$ cat src/rtl/alu_operand_stage.sv
// Decode-stage ALU operand resolution with EX/MEM and MEM/WB forwarding, registered into ID/EX.
// Per-operand shadows keep a forwarded value alive when its producer retires during a stall.
module alu_operand_stage #(
  parameter int          XLEN    = 32,
  parameter int          RA_W    = 5,
  parameter int unsigned B_CONST = 4
) (
  input  logic            clk,
  input  logic            rst,
  input  logic            stall,
  input  logic            flush,
  input  logic            in_valid,
  input  logic [RA_W-1:0] rs1_addr,
  input  logic [RA_W-1:0] rs2_addr,
  input  logic [XLEN-1:0] rs1_data,
  input  logic [XLEN-1:0] rs2_data,
  input  logic [XLEN-1:0] imm,
  input  logic [XLEN-1:0] pc,
  input  logic [1:0]      a_sel,
  input  logic [1:0]      b_sel,
  input  logic            exmem_we,
  input  logic [RA_W-1:0] exmem_rd,
  input  logic [XLEN-1:0] exmem_res,
  input  logic            memwb_we,
  input  logic [RA_W-1:0] memwb_rd,
  input  logic [XLEN-1:0] memwb_res,
  output logic            out_valid,
  output logic [XLEN-1:0] alu_in1,
  output logic [XLEN-1:0] alu_in2,
  output logic [XLEN-1:0] store_data,
  output logic [1:0]      fwd_a,
  output logic [1:0]      fwd_b
);

  localparam logic [XLEN-1:0] B_CONST_EXT = XLEN'(B_CONST);

  localparam logic [1:0] SRC_RF     = 2'd0;
  localparam logic [1:0] SRC_MEMWB  = 2'd1;
  localparam logic [1:0] SRC_EXMEM  = 2'd2;
  localparam logic [1:0] SRC_SHADOW = 2'd3;

  logic [1:0]      live1_src, live2_src;
  logic [XLEN-1:0] live1_val, live2_val;
  logic [1:0]      res1_src, res2_src;
  logic [XLEN-1:0] res1_val, res2_val;
  logic [XLEN-1:0] op_a, op_b;

  logic            sh1_valid, sh2_valid;
  logic [XLEN-1:0] sh1_val, sh2_val;

  // EX/MEM is younger than MEM/WB, so it wins; x0 is never forwarded.
  always_comb begin
    live1_src = SRC_RF;
    live1_val = rs1_data;
    if (exmem_we && exmem_rd == rs1_addr && rs1_addr != '0) begin
      live1_src = SRC_EXMEM;
      live1_val = exmem_res;
    end else if (memwb_we && memwb_rd == rs1_addr && rs1_addr != '0) begin
      live1_src = SRC_MEMWB;
      live1_val = memwb_res;
    end

    live2_src = SRC_RF;
    live2_val = rs2_data;
    if (exmem_we && exmem_rd == rs2_addr && rs2_addr != '0) begin
      live2_src = SRC_EXMEM;
      live2_val = exmem_res;
    end else if (memwb_we && memwb_rd == rs2_addr && rs2_addr != '0) begin
      live2_src = SRC_MEMWB;
      live2_val = memwb_res;
    end
  end

  // A valid shadow overrides the value; source reads 3 only once the live forward is gone.
  always_comb begin
    res1_val = sh1_valid ? sh1_val : live1_val;
    res1_src = (sh1_valid && live1_src == SRC_RF) ? SRC_SHADOW : live1_src;
    res2_val = sh2_valid ? sh2_val : live2_val;
    res2_src = (sh2_valid && live2_src == SRC_RF) ? SRC_SHADOW : live2_src;
  end

  always_comb begin
    case (a_sel)
      2'd1:    op_a = pc;
      2'd2:    op_a = '0;
      default: op_a = res1_val;
    endcase
    case (b_sel)
      2'd0:    op_b = res2_val;
      2'd2:    op_b = B_CONST_EXT;
      default: op_b = imm;
    endcase
  end

  always_ff @(posedge clk) begin
    if (rst) begin
      out_valid  <= 1'b0;
      alu_in1    <= '0;
      alu_in2    <= '0;
      store_data <= '0;
      fwd_a      <= '0;
      fwd_b      <= '0;
      sh1_valid  <= 1'b0;
      sh1_val    <= '0;
      sh2_valid  <= 1'b0;
      sh2_val    <= '0;
    end else begin
      if (flush) begin
        out_valid  <= 1'b0;
        alu_in1    <= '0;
        alu_in2    <= '0;
        store_data <= '0;
        fwd_a      <= '0;
        fwd_b      <= '0;
      end else if (!stall) begin
        out_valid  <= in_valid;
        alu_in1    <= op_a;
        alu_in2    <= op_b;
        store_data <= res2_val;
        fwd_a      <= res1_src;
        fwd_b      <= res2_src;
      end

      // Capture only the first forwarded value seen within a stall window.
      if (flush || !stall) begin
        sh1_valid <= 1'b0;
        sh2_valid <= 1'b0;
      end else begin
        if (!sh1_valid && live1_src != SRC_RF) begin
          sh1_valid <= 1'b1;
          sh1_val   <= live1_val;
        end
        if (!sh2_valid && live2_src != SRC_RF) begin
          sh2_valid <= 1'b1;
          sh2_val   <= live2_val;
        end
      end
    end
  end

endmodule

$ cat config.mk
export PLATFORM = sky130hd
export DESIGN_NAME = alu_operand_stage
export DESIGN_NICKNAME = d
export VERILOG_FILES = /design/src/rtl/alu_operand_stage.sv
export SDC_FILE = /design/constraint.sdc
export NUM_CORES = 1
export LEC_CHECK = 0
export ABC_AREA = 0
export CAP_MARGIN = 20
export CELL_PAD_IN_SITES_DETAIL_PLACEMENT = 1
export CELL_PAD_IN_SITES_GLOBAL_PLACEMENT = 2
export CORE_MARGIN = 1
export CORE_UTILIZATION = 26
export CTS_CLUSTER_SIZE = 14
export DETAILED_ROUTE_END_ITERATION = 10
export PLACE_DENSITY = 0.89
export SKIP_CTS_REPAIR_TIMING = 1
export SLEW_MARGIN = 40
export SYNTH_ARGS = -nofsm -noshare
export SYNTH_HDL_FRONTEND = slang
export SYNTH_SLANG_ARGS = --single-unit
$ cat constraint.sdc
create_clock -name clk -period 2.9 [get_ports clk]
set_clock_uncertainty 0.15 [all_clocks]
set_input_delay 0.435 -clock clk [delete_from_list [all_inputs] [get_ports clk]]
set_output_delay 0.435 -clock clk [all_outputs]
set_load 0.02 [all_outputs]
==> results of run 1 <==
[logic make-up after synthesis]
| group | after synthesis |
|---|---|
| buffers and inverters | 249 |
| AO/OA/AOI/OAI | 588 |
| flip-flops | 167 |
| AND/OR/NAND/NOR | 233 |
| multiplexers | 10 |
| adder cells (fa/ha/maj) | 1 |
| XOR/XNOR | 20 |
[registers in the layout, summed over array words and instances (netlist names)]
name	flops
sh2_val	32
fwd_a	2
store_data	32
sh1_valid	1
fwd_b	2
out_valid	1
alu_in2	32
alu_in1	32
sh2_valid	1
sh1_val	32
[layout by cell type (no fill, tap or decap), drive strengths merged, types with 3 or more instances in the layout]
master / count
a21boi: 24
a21oi: 145
a221o: 10
a221oi: 84
a22oi: 15
a311o: 40
a31oi: 9
and3: 23
and4: 4
buf: 94
clkbuf: 19
clkdlybuf4s50: 321
clkinv: 6
dfxtp: 167
diode: 10
inv: 105
mux2: 9
nand2: 17
nand3: 96
nand4: 4
nor2: 24
nor3: 53
o211a: 4
o211ai: 11
o21ai: 123
o221a: 9
o311ai: 23
o31ai: 70
o32ai: 18
or3: 3
xnor2: 20
[how the worst min path moves through the flow]
stage,from,end,slack [ns],cells past startpoint
global route,stall,fwd_b[0],0.29,3
CTS,stall,fwd_b[0],0.23,3
detailed placement,sh1_val[31],sh1_val[31],0.32,2
global placement,sh1_val[31],sh1_val[31],0.31,2
floorplan,sh1_val[0],sh1_val[0],0.30,2
finish,stall,fwd_b[0],0.26,3
[critical path, delay by kind of cell]
| family | cells | cell delay [ns] |
|---|---|---|
| buffers and inverters | 2 | 0.66 |
| AO/OA/AOI/OAI | 3 | 0.95 |
| AND/OR/NAND/NOR | 2 | 0.81 |
[routing by layer]
metal | vias up | part of all wire [%] | track usage (%)
li1 | 5461 | - | -
met1 | 5952 | 47 | 36.90
met2 | 496 | 44 | 38.08
met3 | 55 | 7.2 | 5.333
met4 | 0 | 2.3 | 9.117
met5 | - | 0 | 0
[through the flow]
| stage | util (%) | cells | power (W) | setup slack, ns | setup TNS [ns] |
|---|---|---|---|---|---|
| 2_1_floorplan | - | 1268 | 0.003079 | 0.6633 | 0 |
| 3_3_place_gp | 37.50 | 2046 | 0.003888 | -0.1886 | -2.747 |
| 3_5_place_dp | 37.50 | 2046 | 0.003906 | -0.2092 | -3.878 |
| 4_1_cts | 38.96 | 2078 | 0.006129 | 0.2429 | 0 |
| 5_1_grt | 39.02 | 2087 | 0.006327 | 0.1478 | 0 |
| 6_report | 39.02 | 2088 | 0.006111 | 0.1994 | 0 |
[cell type report]
cell class	instances	area, sq um	area share [%]
timing repair buffer	415	4104	27.72
multi-input combinational	852	5757	38.89
sequential	167	3344	22.59
inverter	101	379.1	2.561
clock inverter	13	121.4	0.8199
antenna	10	25.02	0.1690
tap	511	639.4	4.319
clock buffer	19	432.9	2.925
[report_power, final]
part | total [W] | switching [W] | internal [W]
Sequential | 0.00241 | 0.0000487 | 0.00236
Clock | 0.00224 | 0.00104 | 0.00119
Combinational | 0.00147 | 0.000794 | 0.000672
Total | 0.00611 | 0.00189 | 0.00422
==> impl_metrics.toml, run 1 <==
[run_status]
status = "finished clean"

[clock_tree]
clk_pin_slew_ns = 0.06
numCtsBuffers = 17
htree_levels = 4
clk_latency_ns = 0.45
clockRootBuffer = "clkbuf_16"
clock_sinks = 167
tritoncts = "done"
cts_buffer_depth = 2

[grt]
grt_pass1_wl_mm = 76.65
grt_max_degree = 53
grt_pass1_vias = 11970
track_usage_pct = 25.87
overflow = 0
antenna_found_initial = 9

[logic_synthesis]
synth_top_family_by_area = "compound AO/OA/AOI/OAI gates"
syn_area_sq_um = 10100
synth_fa_ha_area_share_pct = 0.1239
yosys.area_share.simple_pct = 12.10
synth_edf_count = 0
synth.avg_cell_area_sq_um = 7.966
syn_inst = 1268
synth.net_count = 1492
synth_xor_area_share_pct = 1.734
synth_ff_type = "dfxtp_1"
synth_top_area_cell = "dfxtp_1"
ys_seq_area_share_pct = 33.10
yosysWarnings = 0
synth.most_common_cell = "dfxtp_1"
synth_top_area_share_pct = 33.10
yosys_register_bits = 167
synthTopCellsByArea = "dfxtp_1 (33%), a221oi_1 (7.3%), a21oi_1 (7.2%), o31ai_1 (5.2%), o21ai_0 (5.1%)"
ys_types = 55
async_flop_share_pct = 0
synth.area.mux_share_pct = 1.102
synth_common_cells = "dfxtp_1 (167), a21oi_1 (145), o21ai_0 (103), inv_1 (101), clkbuf_1 (98)"
synth_compound_area_share_pct = 41.68

[worst_setup_path]
critPathMaxStageDelay_ns = 0.60
startpoint = "rs2_addr[1]"
end_kind = "flop"
reg2reg_from = "sh2_valid"
cp-start-kind = "input pin"
crit_arrival_ns = 2.86
critPathKind = "in2reg"
cp.required_ns = 3.06
reg2regPathDepth = 6
crit_slowest_cell = "or4_4"
r2r-end = "alu_in2[14]"
path_max_fanout = 11
path_cells = "clkdlybuf4s50_1, or4_4, o211a_2, buf_4, and3_1, o311ai_1, a21oi_1"
endpoint = "store_data[12]"
reg2reg_slack_ns = 0.49

[floorplanning]
die_w_um = 199.1
rows = 71
fp.dieArea_sq_um = 39640
core_sq_um = 37930
initial_core_util_pct = 26.63
num_io_pins = 324
die-height_um = 199.1

[route]
drt_iter0_markers = 1030
wl_mm = 52.39
drc = 0
vias = 11960
post_drt_via_cell_ratio = 5.730
wl_per_cell_um = 25.09
drt.antenna.violating_nets = 0
first_pass_iters = 7

[sta]
hold_viol = 0
min_period_over_period_pct = 93.12
holdWs_ns = 0.2622
rsz0062_at_grt = "false"
timing.final.crit_period_ns = 2.701
setup_viol = 0
tightest_slew_ns = 0.7998
slew_viol_final = 0
max_slew_margin_pct = 46.55
max_freq_mhz = 370.3

[power]
irDropWorstVdd_uv = 403.9
p_leak_nw = 4.968
p_per_area_nw_per_um2 = 412.8

[finish]
area_growth_pct = 46.55
stdcell_area_sq_um = 14800
fillers = 4494
drive_gt1_share_pct = 11.04
nets = 1778

[flow_run]
maxCapViolations = 0

[placement]
gp_congestion = 0.9098
io_buffer_count = 323
post_dp_cell_area_sq_um = 14220
hpwlAfterDp_mm = 39.61

[hold_path]
min_path_type = "in2reg"
(Power assumes the default switching activity.)
==> run 2: changes to the inputs <==
--- a/config.mk
+++ b/config.mk
@@ -6,7 +6,7 @@
 export NUM_CORES = 1
 export LEC_CHECK = 0
 export ABC_AREA = 0
-export CAP_MARGIN = 20
+export CAP_MARGIN = 0
 export CELL_PAD_IN_SITES_DETAIL_PLACEMENT = 1
 export CELL_PAD_IN_SITES_GLOBAL_PLACEMENT = 2
 export CORE_MARGIN = 1
@@ -14,7 +14,6 @@
 export CTS_CLUSTER_SIZE = 14
 export DETAILED_ROUTE_END_ITERATION = 10
 export PLACE_DENSITY = 0.89
-export SKIP_CTS_REPAIR_TIMING = 1
 export SLEW_MARGIN = 40
 export SYNTH_ARGS = -nofsm -noshare
 export SYNTH_HDL_FRONTEND = slang
==> results of run 2 <==
The final DEF is identical to that of run 1; final timing and power are the same.
==> run 3: changes to the inputs <==
--- a/config.mk
+++ b/config.mk
@@ -14,7 +14,9 @@
 export CTS_CLUSTER_SIZE = 14
 export DETAILED_ROUTE_END_ITERATION = 10
 export PLACE_DENSITY = 0.89
+export SKIP_LAST_GASP = 1
 export SLEW_MARGIN = 40
 export SYNTH_ARGS = -nofsm -noshare
 export SYNTH_HDL_FRONTEND = slang
 export SYNTH_SLANG_ARGS = --single-unit
+export TNS_END_PERCENT = 50
==> results of run 3 <==
The final DEF is identical to that of run 1; final timing and power are the same.
